--- src/rtl/mem_port_arbiter.sv ---
// Shares one memory bus port between instruction fetch and data access, one transaction at a time.
// Data wins arbitration unless a waiting fetch has been starved STARVE_LIMIT times.
module mem_port_arbiter #(
  parameter int ADDR_W       = 32,
  parameter int DATA_W       = 32,
  parameter int STARVE_LIMIT = 4
) (
  input  logic                clk,
  input  logic                reset,
  input  logic                flush,
  input  logic                inst_req_valid,
  output logic                inst_req_ready,
  input  logic [ADDR_W-1:0]   inst_paddr,
  input  logic                inst_uncached,
  output logic                inst_resp_valid,
  output logic [DATA_W-1:0]   inst_rdata,
  input  logic                data_req_valid,
  output logic                data_req_ready,
  input  logic [ADDR_W-1:0]   data_paddr,
  input  logic                data_uncached,
  input  logic                data_we,
  input  logic [DATA_W/8-1:0] data_wstrb,
  input  logic [DATA_W-1:0]   data_wdata,
  output logic                data_resp_valid,
  output logic [DATA_W-1:0]   data_rdata,
  output logic                bus_req_valid,
  input  logic                bus_req_ready,
  output logic [ADDR_W-1:0]   bus_addr,
  output logic                bus_we,
  output logic [DATA_W/8-1:0] bus_wstrb,
  output logic [DATA_W-1:0]   bus_wdata,
  output logic                bus_uncached,
  output logic                bus_owner,
  input  logic                bus_resp_valid,
  input  logic [DATA_W-1:0]   bus_rdata
);

  localparam logic [1:0] S_IDLE = 2'd0;
  localparam logic [1:0] S_REQ  = 2'd1;
  localparam logic [1:0] S_RESP = 2'd2;
  localparam logic [3:0] LIMIT  = 4'(STARVE_LIMIT);

  logic [1:0]          state_q, state_d;
  logic [3:0]          starve_q, starve_d;
  logic                drop_q, drop_d;
  logic                req_valid_q, req_valid_d;
  logic                owner_q, owner_d;
  logic [ADDR_W-1:0]   addr_q, addr_d;
  logic                we_q, we_d;
  logic [DATA_W/8-1:0] wstrb_q, wstrb_d;
  logic [DATA_W-1:0]   wdata_q, wdata_d;
  logic                unc_q, unc_d;

  logic in_idle, in_resp, grant_data, grant_inst;

  assign in_idle    = (state_q == S_IDLE);
  assign in_resp    = (state_q == S_RESP);
  assign grant_data = in_idle && data_req_valid && !(inst_req_valid && (starve_q == LIMIT));
  assign grant_inst = in_idle && !grant_data && inst_req_valid && !flush;

  // Ready is gated by reset so every output reads 0 while reset is held.
  assign inst_req_ready  = reset && grant_inst;
  assign data_req_ready  = reset && grant_data;
  assign inst_resp_valid = in_resp && !owner_q && bus_resp_valid && !drop_q && !flush;
  assign data_resp_valid = in_resp && owner_q && bus_resp_valid;
  assign inst_rdata      = (in_resp && !owner_q) ? bus_rdata : '0;
  assign data_rdata      = (in_resp && owner_q) ? bus_rdata : '0;

  assign bus_req_valid = req_valid_q;
  assign bus_addr      = addr_q;
  assign bus_we        = we_q;
  assign bus_wstrb     = wstrb_q;
  assign bus_wdata     = wdata_q;
  assign bus_uncached  = unc_q;
  assign bus_owner     = owner_q;

  always_comb begin
    state_d     = state_q;
    starve_d    = starve_q;
    drop_d      = drop_q;
    req_valid_d = req_valid_q;
    owner_d     = owner_q;
    addr_d      = addr_q;
    we_d        = we_q;
    wstrb_d     = wstrb_q;
    wdata_d     = wdata_q;
    unc_d       = unc_q;
    case (state_q)
      S_IDLE: begin
        if (grant_inst || !inst_req_valid) begin
          starve_d = '0;
        end else if (grant_data && (starve_q != 4'hF)) begin
          starve_d = starve_q + 4'd1;
        end
        if (grant_data) begin
          state_d     = S_REQ;
          req_valid_d = 1'b1;
          owner_d     = 1'b1;
          addr_d      = data_paddr;
          we_d        = data_we;
          wstrb_d     = data_wstrb;
          wdata_d     = data_wdata;
          unc_d       = data_uncached;
        end else if (grant_inst) begin
          state_d     = S_REQ;
          req_valid_d = 1'b1;
          owner_d     = 1'b0;
          addr_d      = inst_paddr;
          we_d        = 1'b0;
          wstrb_d     = '0;
          wdata_d     = '0;
          unc_d       = inst_uncached;
        end
      end
      S_REQ: begin
        if (!owner_q && flush) drop_d = 1'b1;
        if (bus_req_ready) begin
          state_d     = S_RESP;
          req_valid_d = 1'b0;
        end
      end
      S_RESP: begin
        // A flush coinciding with the response is covered by the !flush term on inst_resp_valid.
        if (bus_resp_valid) begin
          state_d = S_IDLE;
          drop_d  = 1'b0;
        end else if (!owner_q && flush) begin
          drop_d = 1'b1;
        end
      end
      default: state_d = S_IDLE;
    endcase
  end

  always_ff @(posedge clk or negedge reset) begin
    if (!reset) begin
      state_q     <= S_IDLE;
      starve_q    <= '0;
      drop_q      <= 1'b0;
      req_valid_q <= 1'b0;
      owner_q     <= 1'b0;
      addr_q      <= '0;
      we_q        <= 1'b0;
      wstrb_q     <= '0;
      wdata_q     <= '0;
      unc_q       <= 1'b0;
    end else begin
      state_q     <= state_d;
      starve_q    <= starve_d;
      drop_q      <= drop_d;
      req_valid_q <= req_valid_d;
      owner_q     <= owner_d;
      addr_q      <= addr_d;
      we_q        <= we_d;
      wstrb_q     <= wstrb_d;
      wdata_q     <= wdata_d;
      unc_q       <= unc_d;
    end
  end

endmodule
--- config.mk ---
export PLATFORM = sky130hd
export DESIGN_NAME = mem_port_arbiter
export DESIGN_NICKNAME = d
export VERILOG_FILES = /design/src/rtl/mem_port_arbiter.sv
export SDC_FILE = /design/constraint.sdc
export NUM_CORES = 1
export LEC_CHECK = 0
export CAP_MARGIN = 20
export CORE_MARGIN = 1
export CORE_UTILIZATION = 30
export DETAILED_ROUTE_END_ITERATION = 8
export PLACE_DENSITY = 0.7
export SYNTH_ARGS = -nofsm -noshare
export SYNTH_HDL_FRONTEND = slang
export SYNTH_SLANG_ARGS = --single-unit
--- constraint.sdc ---
create_clock -name clk -period 2.5 [get_ports clk]
set_clock_uncertainty 0.15 [all_clocks]
set_input_delay 0.25 -clock clk [delete_from_list [all_inputs] [get_ports clk]]
set_output_delay 0.25 -clock clk [all_outputs]
set_load 0.02 [all_outputs]
==> flow_metrics.env, run 1 <==
export IMPL_outcome="finished clean"
export IMPL_hp_class="input pin to flip-flop"
export IMPL_period_minus_slack_ns=2.44
export IMPL_min_period_over_period_pct=97.7
export IMPL_smallest_hold_slack_ns=0.294
export IMPL_synth_lib_cells_used_distinct=38
export IMPL_power_static_leakage_nw=4.16
export IMPL_area_growth_synth_to_final_pct=83.7
export IMPL_power_consumption_mw=7.97
export IMPL_netlist_area_leader_share_pct=48.4
export IMPL_postSynth_asyncResetShare_pct=100
export IMPL_cts_tree="built"
export IMPL_place_hpwl_um=10200
export IMPL_dr_first_iter_drc_count=209
export IMPL_clock_path_buffers=2
export IMPL_synthesis_area_mm2=0.00408
export IMPL_final_layout_size_suffix_gt1_share_pct=5.53
export IMPL_chip_height_um=119
export IMPL_grt_max_degree=112
export IMPL_critical_path_class="flip-flop to output pin"
export IMPL_ys_seq_elements=79
export IMPL_timing_critical_path_arrival_ns=2.04
export IMPL_finalWorstSetupSlack_ns=0.0575
export IMPL_worst_skew_pair_late_latency_ns=0.33
export IMPL_vdd_ir_drop_worst_mv=0.608
export IMPL_cts_reportedPaths_clkPinSlew_ns=0.06
export IMPL_antenna_cells_inserted=0
export IMPL_postSynthNetCount=596
export IMPL_grt_setup_unrepaired="true"
export IMPL_die_area_mm2=0.0141
export IMPL_timing_max_cap_violations=0
export IMPL_end_kind="output pin"
export IMPL_max_slew_violations=0
export IMPL_drc_errors=0
export IMPL_avgSynthCellArea_um2=9.11
export IMPL_placedInstanceArea_mm2=0.00704
export IMPL_gr_total_overflow=0
export IMPL_grt_pass1_vias=4149
export IMPL_synthTopCellsByArea="sky130_fd_sc_hd__dfrtp_1 (48%), sky130_fd_sc_hd__nand2_1 (10%), sky130_fd_sc_hd__mux2i_1 (8.1%)"
export IMPL_instance_count_of_the_mapped_netlist=448
export IMPL_track_usage_pct=19.8
export IMPL_layout_commonest_cell="sky130_fd_sc_hd__clkdlybuf4s50_1"
export IMPL_timing_critical_path_from_type="flip-flop"
export IMPL_count_of_flip_flops_with_a_built_in_enable_after_synthesis=0
export IMPL_route_antenna_remaining_nets=0
export IMPL_cts_sink_count=79
export IMPL_postSynth_topFlopCell="sky130_fd_sc_hd__dfrtp_1"
export IMPL_initial_util_pct=30.8
export IMPL_slew_headroom_pct=64.5
export IMPL_finish_instance_area_mm2=0.00750
export IMPL_vias_per_cell=4.56
export IMPL_design_core_area_mm2=0.0132
export IMPL_cts_buffers=9
export IMPL_clock_root_buffer="sky130_fd_sc_hd__clkbuf_16"
export IMPL_global_route_wire_length_before_repair_um=22000
export IMPL_pwr_density_cell_mw_per_mm2=1060
export IMPL_postLayoutCoreUtil_pct=56.6
export IMPL_routedWlPerCell_um=15.8
export IMPL_setup_violations=0
export IMPL_final_net_count=866
export IMPL_max_freq_ghz=0.409
export IMPL_port_buffer_count=281
export IMPL_cts_htree_levels=3
export IMPL_hold_viol=0
export IMPL_std_cell_rows=42
export IMPL_ys_seq_area_share_pct=48.4
export IMPL_antenna_found_initial=0
export IMPL_worst_slew_pin_transition_ns=0.533
export IMPL_drtPass1Iterations=4
export IMPL_gp_routability_congestion=0.943
export IMPL_final_cell_mix="sky130_fd_sc_hd__clkdlybuf4s50_1 (212), sky130_fd_sc_hd__nand2_1 (114), sky130_fd_sc_hd__dfrtp_1 (79), sky130_fd_sc_hd__nand3_1 (39), sky130_fd_sc_hd__dlygate4sd2_1 (39)"
export IMPL_crit_path_max_fanout=26
export IMPL_io_pins=282
export IMPL_synthDominantAreaCellType="sky130_fd_sc_hd__dfrtp_1"
export IMPL_finalWirelength_um=14200
export IMPL_synth_warning_count=0
export IMPL_preCtsSetupSlack_ns=0.158
export IMPL_post_cts_setup_buffers=0
export IMPL_route_vias_total=4095
export IMPL_dieWidth_um=119
export IMPL_timing_critical_path_required_ns=2.10
[synthesized netlist by cell type (2+ instances only)]
| master | number |
|---|---|
| sky130_fd_sc_hd__nand2_1 | 114 |
| sky130_fd_sc_hd__dfrtp_1 | 79 |
| sky130_fd_sc_hd__nand3_1 | 39 |
| sky130_fd_sc_hd__and3_1 | 36 |
| sky130_fd_sc_hd__and2_1 | 33 |
| sky130_fd_sc_hd__mux2i_1 | 33 |
| sky130_fd_sc_hd__o21ai_1 | 30 |
| sky130_fd_sc_hd__clkbuf_1 | 16 |
| sky130_fd_sc_hd__buf_2 | 10 |
| sky130_fd_sc_hd__inv_1 | 7 |
| sky130_fd_sc_hd__buf_6 | 6 |
| sky130_fd_sc_hd__ha_1 | 6 |
| sky130_fd_sc_hd__o21ai_0 | 6 |
| sky130_fd_sc_hd__a31oi_1 | 3 |
| sky130_fd_sc_hd__buf_4 | 3 |
| sky130_fd_sc_hd__a211oi_1 | 2 |
| sky130_fd_sc_hd__mux2_2 | 2 |
| sky130_fd_sc_hd__nand4_1 | 2 |
| sky130_fd_sc_hd__nor2_1 | 2 |
[sequential cells by signal, indices dropped and copies added (netlist names)]
signal,flops
bus_addr,32
bus_owner,1
bus_req_valid,1
bus_uncached,1
bus_wdata,32
bus_we,1
bus_wstrb,4
drop_q,1
starve_q,4
state_q,2
[report_power, final]
| group | total, mW | switching, mW | leakage (nW) | internal [mW] |
|---|---|---|---|---|
| clock network | 1.53 | 0.519 | 0.170 | 1.01 |
| registers | 2.20 | 0.341 | 0.986 | 1.86 |
| logic | 4.24 | 2.26 | 3.01 | 1.98 |
[metal layers]
metal	track usage [%]	up-vias	share of wire (%)
met5	0	-	0
met4	5.93	0	1.6
met3	5.60	19	6.1
met2	32.3	147	48
met1	25.3	1883	44
li1	-	2046	-
[critical path, cell delays in order (launching register included)]
cell and delay [ns]:
sky130_fd_sc_hd__dfrtp_1 0.38, sky130_fd_sc_hd__inv_1 0.13, sky130_fd_sc_hd__ha_2 0.28, sky130_fd_sc_hd__inv_1 0.09, sky130_fd_sc_hd__or2_4 0.43, sky130_fd_sc_hd__nor3b_4 0.24, sky130_fd_sc_hd__buf_4 0.17
[worst paths after layout]
path	start	to	slack, ns	cells past startpoint
setup / recovery	state_q[1]$_DFFE_PN0P_	inst_req_ready	0.06	6
hold / removal	data_wdata[5]	bus_wdata[5]$_DFFE_PN0P_	0.29	3
setup reg to reg	state_q[0]$_DFFE_PN0P_	bus_addr[29]$_DFFE_PN0P_	0.32	7
hold reg to reg	bus_wdata[28]$_DFFE_PN0P_	bus_wdata[28]$_DFFE_PN0P_	0.35	2
max in group asynchronous	reset	bus_wdata[9]$_DFFE_PN0P_	1.16	4
min in group asynchronous	reset	bus_addr[19]$_DFFE_PN0P_	0.45	3
[through the flow]
step           setup TNS (ns)  cells
6_report                    0    899
5_1_grt               -0.0855    899
4_1_cts                     0    896
3_5_place_dp                0    880
3_3_place_gp                0    880
2_1_floorplan               0    448
[kinds of logic after synthesis]
logic type,Yosys count,synth area share [%]
multiplexers,35,8.65
AND/OR/NAND/NOR,237,28.5
flip-flops,79,48.4
AO/OA/AOI/OAI,49,7.02
adder cells (fa/ha/maj),6,1.84
buffers and inverters,42,5.55
[cell type report]
cell class                 instances  area (um2)
fill                            1226        5750
clock buffer                      10         239
sequential                        79        1980
multi-input combinational        327        1890
inverter                           7        26.3
clock inverter                     6         115
timing repair buffer             294        3020
tap                              176         220
[repair_timing]
item | 4_1_cts | 5_1_grt
gates resized for setup | 42 | 31
hold endpoints to repair | 0 | 38
pin swaps | 1 | 0
gates cloned | 0 | 1
hold buffers | 0 | 1
endpoints found under the setup margin | 68 | 29
No activity file was read; power rests on OpenSTA's default activity.
==> run 2, diff against run 1 <==
==> constraint.sdc (replaced) <==
create_clock -name clk -period 2.36 [get_ports clk]
set_clock_uncertainty 0.15 [all_clocks]
set_input_delay 0.236 -clock clk [delete_from_list [all_inputs] [get_ports clk]]
set_output_delay 0.236 -clock clk [all_outputs]
set_load 0.02 [all_outputs]
==> run 2 against run 1 <==
- global-route usage is 0.43 points higher
- die area stayed put
- core utilization down 0.50 points
- wire length increased by 3.4%
- critical path depth grew 1
- final cell count up 0.33%
==> flow_metrics.env, run 2 (synthesis gave the netlist of run 1 again) <==
export IMPL_outcome="finished clean"
export IMPL_final_cells=902
export IMPL_cts_tree="built"
export IMPL_drtPass1Iterations=5
export IMPL_nFillCells=1222
export IMPL_area_growth_synth_to_final_pct=82.0
export IMPL_cp_cell_sequence="inv_2 > ha_4 > nand4b_2 > and3_4 > buf_16 > nor3b_4 > buf_6"
export IMPL_cts_buffers=9
export IMPL_smallest_hold_slack_ns=0.280
export IMPL_pwr_density_cell_mw_per_mm2=1120
export IMPL_global_route_wire_length_before_repair_um=22700
export IMPL_end_kind="output pin"
export IMPL_postLayoutCoreUtil_pct=56.1
export IMPL_critical_path_class="flip-flop to output pin"
export IMPL_cts_reportedPaths_clkPinSlew_ns=0.06
export IMPL_route_vias_total=4239
export IMPL_min_period_over_period_pct=96.0
export IMPL_timing_max_cap_violations=0
export IMPL_final_cell_mix="sky130_fd_sc_hd__clkdlybuf4s50_1 (212), sky130_fd_sc_hd__nand2_1 (114), sky130_fd_sc_hd__dfrtp_1 (79), sky130_fd_sc_hd__dlygate4sd2_1 (55), sky130_fd_sc_hd__nand3_1 (39)"
export IMPL_timing_reg2reg_worst_path_depth=8
export IMPL_route_antenna_remaining_nets=0
export IMPL_cts_htree_levels=3
export IMPL_clock_path_buffers=2
export IMPL_holdPathEnd="bus_wdata[5]$_DFFE_PN0P_"
export IMPL_place_hpwl_um=10400
export IMPL_placed_cells=880
export IMPL_routedWlPerCell_um=16.3
export IMPL_worst_hold_path_num_cells=3
export IMPL_die_area_mm2=0.0141
export IMPL_final_layout_size_suffix_gt1_share_pct=6.20
export IMPL_power_static_leakage_nw=3.76
export IMPL_hold_viol=0
export IMPL_slowest_delay_ns=0.43
export IMPL_track_usage_pct=20.2
export IMPL_antenna_found_initial=0
export IMPL_slew_headroom_pct=73.7
export IMPL_std_cell_rows=42
export IMPL_antenna_cells_inserted=0
export IMPL_port_buffer_count=281
export IMPL_gp_routability_congestion=0.912
export IMPL_gr_total_overflow=0
export IMPL_timing_critical_path_from_type="flip-flop"
export IMPL_timing_critical_path_required_ns=1.97
export IMPL_initial_util_pct=30.8
export IMPL_layout_commonest_cell="sky130_fd_sc_hd__clkdlybuf4s50_1"
export IMPL_finalWirelength_um=14700
export IMPL_worstHoldStart="data_wdata[5]"
export IMPL_vias_per_cell=4.70
export IMPL_period_minus_slack_ns=2.26
export IMPL_io_pins=282
export IMPL_clock_root_buffer="sky130_fd_sc_hd__clkbuf_16"
export IMPL_worstReg2RegEnd="bus_addr[17]$_DFFE_PN0P_"
export IMPL_cts_sink_count=79
export IMPL_grt_pass1_vias=4223
export IMPL_worst_slew_pin_transition_ns=0.394
export IMPL_hp_class="input pin to flip-flop"
export IMPL_setup_violations=0
export IMPL_worst_path_dominant_cell_family="simple AND/OR/NAND/NOR gates"
export IMPL_final_net_count=870
export IMPL_cp_num_buf_inv=3
export IMPL_rr_startpoint="state_q[1]$_DFFE_PN0P_"
export IMPL_vdd_ir_drop_worst_mv=0.498
export IMPL_max_freq_ghz=0.442
export IMPL_worst_skew_pair_late_latency_ns=0.33
export IMPL_crit_path_top_delay_cell="sky130_fd_sc_hd__dfrtp_1"
export IMPL_chip_height_um=119
export IMPL_crit_path_max_fanout=34
export IMPL_max_slew_violations=0
export IMPL_grt_max_degree=80
export IMPL_dieWidth_um=119
export IMPL_drc_errors=0
export IMPL_timing_critical_path_arrival_ns=1.88
export IMPL_dr_first_iter_drc_count=238
export IMPL_reg2reg_slack_ns=0.27
export IMPL_design_core_area_mm2=0.0132
## run 2: where the power goes
part           total (mW)  switching, mW  internal [mW]
Sequential           2.32          0.350           1.97
Combinational        4.53           2.42           2.11
Clock                1.48          0.528          0.950
## run 2: worst max path at each step
stage,startpoint,to,slack [ns],depth (start not counted)
after floorplan,state_q[0]$_DFFE_PN0P_,inst_req_ready,0.12,7
after global placement,inst_req_valid,bus_addr[0]$_DFFE_PN0P_,0.16,6
after detailed placement,inst_req_valid,bus_addr[7]$_DFFE_PN0P_,0.09,7
after CTS,starve_q[0]$_DFFE_PN0P_,inst_req_ready,-0.04,7
after global routing,starve_q[1]$_DFFE_PN0P_,inst_req_ready,-0.001,7
final,starve_q[1]$_DFFE_PN0P_,inst_req_ready,0.1,7
## run 2: layout make-up
type                            count  area [um2]  share of cell area [%]
Clock inverter                      3        67.6                   0.909
Timing Repair Buffer              297        2980                    40.1
Inverter                            7        26.3                   0.354
Sequential cell                    79        1980                    26.6
Clock buffer                       12         246                    3.32
Tap cell                          176         220                    2.96
Multi-Input combinational cell    328        1920                    25.8
## run 2: timing repair
action / CTS / global route
resized for setup: 69 / 21
hold buffers: 0 / 1
pin swaps: 1 / 2
cloned: 1 / 1
buffers inserted: 0 / 3
setup endpoints to repair: 68 / 34
hold endpoints to repair: 0 / 17
## run 2: per-stage QoR
stage / power (mW) / area, um2 / worst slack (ns) / TNS [ns]
floorplan: 4.72 / 4080 / 0.118 / 0
global placement: 6.75 / 7050 / 0.159 / 0
detailed placement: 6.87 / 7050 / 0.0923 / 0
CTS: 8.31 / 7290 / -0.0447 / -0.0447
global route: 8.84 / 7430 / -0.00109 / -0.00109
finish: 8.33 / 7430 / 0.0954 / 0
## run 2: worst reg2reg max path: cells and delay by family (launching register included)
| family | cells | cell delay (ns) |
|---|---|---|
| mux | 1 | 0.21 |
| fa+ha+maj | 1 | 0.26 |
| buf+inv | 4 | 0.58 |
| simple gates | 1 | 0.30 |
| flops | 1 | 0.39 |
| compound gates | 1 | 0.08 |
## run 2: metal layers
layer	vias to the layer above	GRT usage, %	part of all wire, %
li1	2051	-	-
met4	0	4.43	0.98
met1	2015	24.8	42
met2	160	34.8	50
met3	13	6.18	7.3
met5	-	0	0
==> patch 1, RTL diff (flow settings as in run 2) <==
The parameter `DATA_W` goes from 32 to 64.
--- a/src/rtl/mem_port_arbiter.sv
+++ b/src/rtl/mem_port_arbiter.sv
@@ -2,7 +2,7 @@
 // Data wins arbitration unless a waiting fetch has been starved STARVE_LIMIT times.
 module mem_port_arbiter #(
   parameter int ADDR_W       = 32,
-  parameter int DATA_W       = 32,
+  parameter int DATA_W       = 64,
   parameter int STARVE_LIMIT = 4
 ) (
   input  logic                clk,
Ports: changed (7 resized); port bits go from 282 to 450. The function was not compared with the original's and may differ.
==> patch 1 against run 2 <==
- the run now ends with DRC left
- worst setup slack lost 4.5 ps
- cell count grew 55%
- largest power group unchanged
- clock power grew 74%
- design area grew 51%
- highest routed layer is now met5
- sequential power grew 45%
- routed wire length grew 81%
- sequential share of layout area shrank 0.90 points
- synthesized cell count grew 52%
- sequential cell count grew 36
- area after synthesis grew 46%
- total power grew 55%
==> patch 1: results <==
power:
  pg_clk_w: 0.00257
  total_leakage_power_nw: 5.79
  worst_ir_drop_vdd_mv: 0.616
  int_pwr_w: 0.00771
  powerSeq_w: 0.00336
yosys:
  yosys.cell_types.count: 40
  synth.top_cell.area_share: 0.484
  synth_top_cells_by_area: "sky130_fd_sc_hd__dfrtp_1, sky130_fd_sc_hd__nand2_1, sky130_fd_sc_hd__and3_1, sky130_fd_sc_hd__and2_1, sky130_fd_sc_hd__nand3_1"
  synth_common_cells: "sky130_fd_sc_hd__nand2_1, sky130_fd_sc_hd__dfrtp_1, sky130_fd_sc_hd__nand3_1"
  synth_warn: 0
  synth_nets: 897
  post_syn_instances: 681
  seq_area_frac_synth: 0.484
clock_network:
  clk_latency_ps: 410
  clock_input_transition_at_the_sequential_cells_of_the_worst_setup_and_hold_paths_ps: 60
  cts_max_level: 4
  tritoncts.num_buffers: 17
global_routing:
  grt_pass1_wl_um: 38500
  track_usage: 0.258
  initial_antenna_violation_count: 4
  grt_start_max_net_pins: 107
  number_of_global_route_vias_before_repair: 6407
placed_design:
  placed_cells_incl_taps: 1363
  gp_congestion: 0.925
  input_output_buffers: 449
  detailed_place_hpwl_um: 19700
drt:
  drt_pass1_iterations: 7
  drt_wl_total_um: 26600
  vias_after_detailed_routing: 6608
  route.detailed.drc: 1
  routed_wire_length_per_instance_um: 18.9
  drt_iter0_markers: 393
finish:
  post_route_cells_drive_above_1_share: 0.136
  number_of_flip_flops_in_the_largest_register: 64
  num-nets-final: 1341
  fillers: 1803
critical_path:
  maximum_fanout_encountered_on_the_critical_timing_path: 33
sta:
  worst_slew_pin_slew_ps: 628
  finalSetupViolCount: 0
outcome:
  run_status: "complete, but fails checks"
  failed_checks: "DRC"
min_path:
  hp-class: "in2async"
patch 1: critical path, cell delays in order, from the launching register on:
cell                              delay (ps)
sky130_fd_sc_hd__dfrtp_1                 380
sky130_fd_sc_hd__inv_2                   100
sky130_fd_sc_hd__ha_4                    150
sky130_fd_sc_hd__bufbuf_16               310
sky130_fd_sc_hd__and3_1                  170
sky130_fd_sc_hd__clkdlybuf4s15_1         350
patch 1: what timing repair did:
| action | CTS | global route |
|---|---|---|
| setup endpoints to repair | 128 | 96 |
| pin swaps | 1 | 1 |
| hold buffers | 1 | 0 |
| setup buffers | 3 | 1 |
| resized for setup | 266 | 84 |
| cloned | 3 | 0 |
| hold endpoints to repair | 115 | 0 |
patch 1: path summary, 6_finish.rpt:
kind,end,slack [ps],from,cells past startpoint
min in group clk,bus_wdata[22]$_DFFE_PN0P_,200,data_wdata[22],3
max,data_rdata[54],90,state_q[0]$_DFFE_PN0P_,5
min,bus_addr[12]$_DFFE_PN0P_,90,reset,2
max in group asynchronous,bus_wdata[48]$_DFFE_PN0P_,1160,reset,3
max reg2reg,state_q[0]$_DFFE_PN0P_,220,starve_q[0]$_DFFE_PN0P_,7
min reg2reg,bus_wdata[57]$_DFFE_PN0P_,340,bus_wdata[57]$_DFFE_PN0P_,2
patch 1: logic make-up (layout without fill, tap and decap cells):
| family | Yosys count | after routing | share of synthesized area |
|---|---|---|---|
| buf+inv | 67 | 523 | 0.0573 |
| mux | 35 | 35 | 0.0594 |
| compound gates | 49 | 49 | 0.0482 |
| simple gates | 409 | 409 | 0.338 |
| flops | 115 | 115 | 0.484 |
| fa+ha+maj | 6 | 6 | 0.0126 |
patch 1: stage by stage:
step	total power, W	setup slack (ps)	instance area [µm²]	util
2_1_floorplan	0.00688	74.4	5940	-
3_3_place_gp	0.0103	50.7	10800	0.553
3_5_place_dp	0.0104	29.2	10800	0.553
4_1_cts	0.0131	-12.8	11400	0.584
5_1_grt	0.0137	-56.7	11200	0.575
6_report	0.0129	90.9	11200	0.575
patch 1: layout make-up:
class                   instances  area, µm²  area share
clock buffers                  21        450      0.0402
well taps                     265        332      0.0296
inverters                       7       26.3     0.00235
multi-input cells             499       2770       0.248
flip-flops and latches        115       2880       0.257
repair buffers                485       4600       0.411
clock inverters                10        134      0.0120
patch 1: metal layers:
layer,global-route usage,vias up,routed length [µm]
met5,0,-,14
met4,0.0764,2,504
met3,0.101,34,2630
met2,0.416,315,12600
met1,0.318,3090,10800
li1,-,3167,-
==> patch 2, RTL diff (settings of run 2) <==
Made on the original files. `addr_q` no longer has a reset.
--- a/src/rtl/mem_port_arbiter.sv
+++ b/src/rtl/mem_port_arbiter.sv
@@ -139,7 +139,6 @@
       drop_q      <= 1'b0;
       req_valid_q <= 1'b0;
       owner_q     <= 1'b0;
-      addr_q      <= '0;
       we_q        <= 1'b0;
       wstrb_q     <= '0;
       wdata_q     <= '0;
@@ -150,7 +149,6 @@
       drop_q      <= drop_d;
       req_valid_q <= req_valid_d;
       owner_q     <= owner_d;
-      addr_q      <= addr_d;
       we_q        <= we_d;
       wstrb_q     <= wstrb_d;
       wdata_q     <= wdata_d;
@@ -158,4 +156,8 @@
     end
   end
 
+  always_ff @(posedge clk) begin
+    addr_q <= addr_d;
+  end
+
 endmodule
Function: changed (a bounded check fails within 4 cycles, from zero or initial values and one cycle with reset low).
==> patch 2 against run 2 <==
- fmax grew 1.4%
- critical path depth grew 1
- sequential cell count is the same
- routed wire length shrank 14%
- highest routed layer unchanged
- worst setup slack gained 32 ps
- total power shrank 9.2%
- area after synthesis shrank 5.2%
- design area shrank 4.8%
- critical endpoint is now bus_addr[16]$_DFFE_PP_
==> patch 2: results <==
outcome:
  run_status: "completed"
placed_design:
  placedInstanceArea_um2: 6940
  detailed_place_hpwl_um: 9660
  gp_congestion: 0.770
critical_path:
  worst_ep_arrival_time_ps: 2160
  maximum_fanout_encountered_on_the_critical_timing_path: 32
  critPathTopFamily: "buffers and inverters"
power:
  power_frac_seq: 0.307
  comb_power_share: 0.518
  total_leakage_power_nw: 3.38
  sw_frac_of_total: 0.383
  worst_ir_drop_vdd_mv: 0.565
  design_power_total_w: 0.00756
  power_per_cell_area_nw_per_um2: 1070
finish:
  num-nets-final: 803
  post_route_cells_drive_above_1_share: 0.133
yosys:
  yosys.cell_types.count: 39
  synth_enable_flop_cells: 32
  synth_nets: 514
  synth_top_cells_by_area: "sky130_fd_sc_hd__dfrtp_1, sky130_fd_sc_hd__edfxtp_1, sky130_fd_sc_hd__nand2_1, sky130_fd_sc_hd__a22o_1, sky130_fd_sc_hd__and2_1"
  synth_common_cells: "sky130_fd_sc_hd__nand2_1, sky130_fd_sc_hd__dfrtp_1, sky130_fd_sc_hd__a22o_1"
  synth.top_cell.area_share: 0.304
  seq_area_frac_synth: 0.552
global_routing:
  globalRouteMet1Util: 0.208
  grt_start_max_net_pins: 42
  track_usage: 0.181
sta:
  max_slew_headroom: 0.711
drt:
  vias_after_detailed_routing: 3741
  drt_iter0_markers: 108
  drt_wl_total_um: 12600
  met3WireLength_um: 1170
  drt_pass1_iterations: 4
clock_network:
  post_cts_resized: 75
  cts_hold_buffers: 1
min_path:
  hp-class: "in2async"
patch 2: changes by cell type after synthesis, sizes merged, moves of 31 or more:
cell	before	now
a22o	1	37
dfrtp	79	47
edfxtp	0	32
mux2i	33	2
nand3	39	5
o21ai	36	2
patch 2: layout make-up:
type	instances	share of cell area
clock inverters	6	0.00708
repair buffers	303	0.400
flip-flops and latches	79	0.302
multi-input cells	250	0.219
well taps	172	0.0304
inverters	12	0.00690
clock buffers	10	0.0338
patch 2: worst reg2reg max path: cells and delay by family (launching register included):
family	cells	cell delay [ps]
buf+inv	4	590
compound gates	1	280
flops	1	410
simple gates	2	330
fa+ha+maj	1	220
patch 2: worst paths after layout:
check | slack [ps] | startpoint | end | cells after the start
worst max-delay path | 130 | starve_q[0]$_DFFE_PN0P_ | bus_addr[16]$_DFFE_PP_ | 8
worst min-delay path | 160 | reset | bus_wstrb[2]$_DFFE_PN0P_ | 2
worst max register to register | 130 | starve_q[0]$_DFFE_PN0P_ | bus_addr[16]$_DFFE_PP_ | 8
worst min register to register | 350 | bus_wdata[11]$_DFFE_PN0P_ | bus_wdata[11]$_DFFE_PN0P_ | 1
max in group asynchronous | 1220 | reset | bus_wdata[22]$_DFFE_PN0P_ | 3
min in group clk | 350 | bus_wdata[11]$_DFFE_PN0P_ | bus_wdata[11]$_DFFE_PN0P_ | 1
patch 2: kinds of logic (layout without fill, tap and decap cells):
group / count (synthesis) / after routing / synth area share
muxes: 6 / 6 / 0.0188
DFF: 79 / 79 / 0.552
AOI/OAI and AO/OA: 53 / 53 / 0.118
adders and majority gates: 6 / 6 / 0.0194
buffers and inverters: 37 / 331 / 0.0517
and+or+nand+nor: 185 / 185 / 0.240
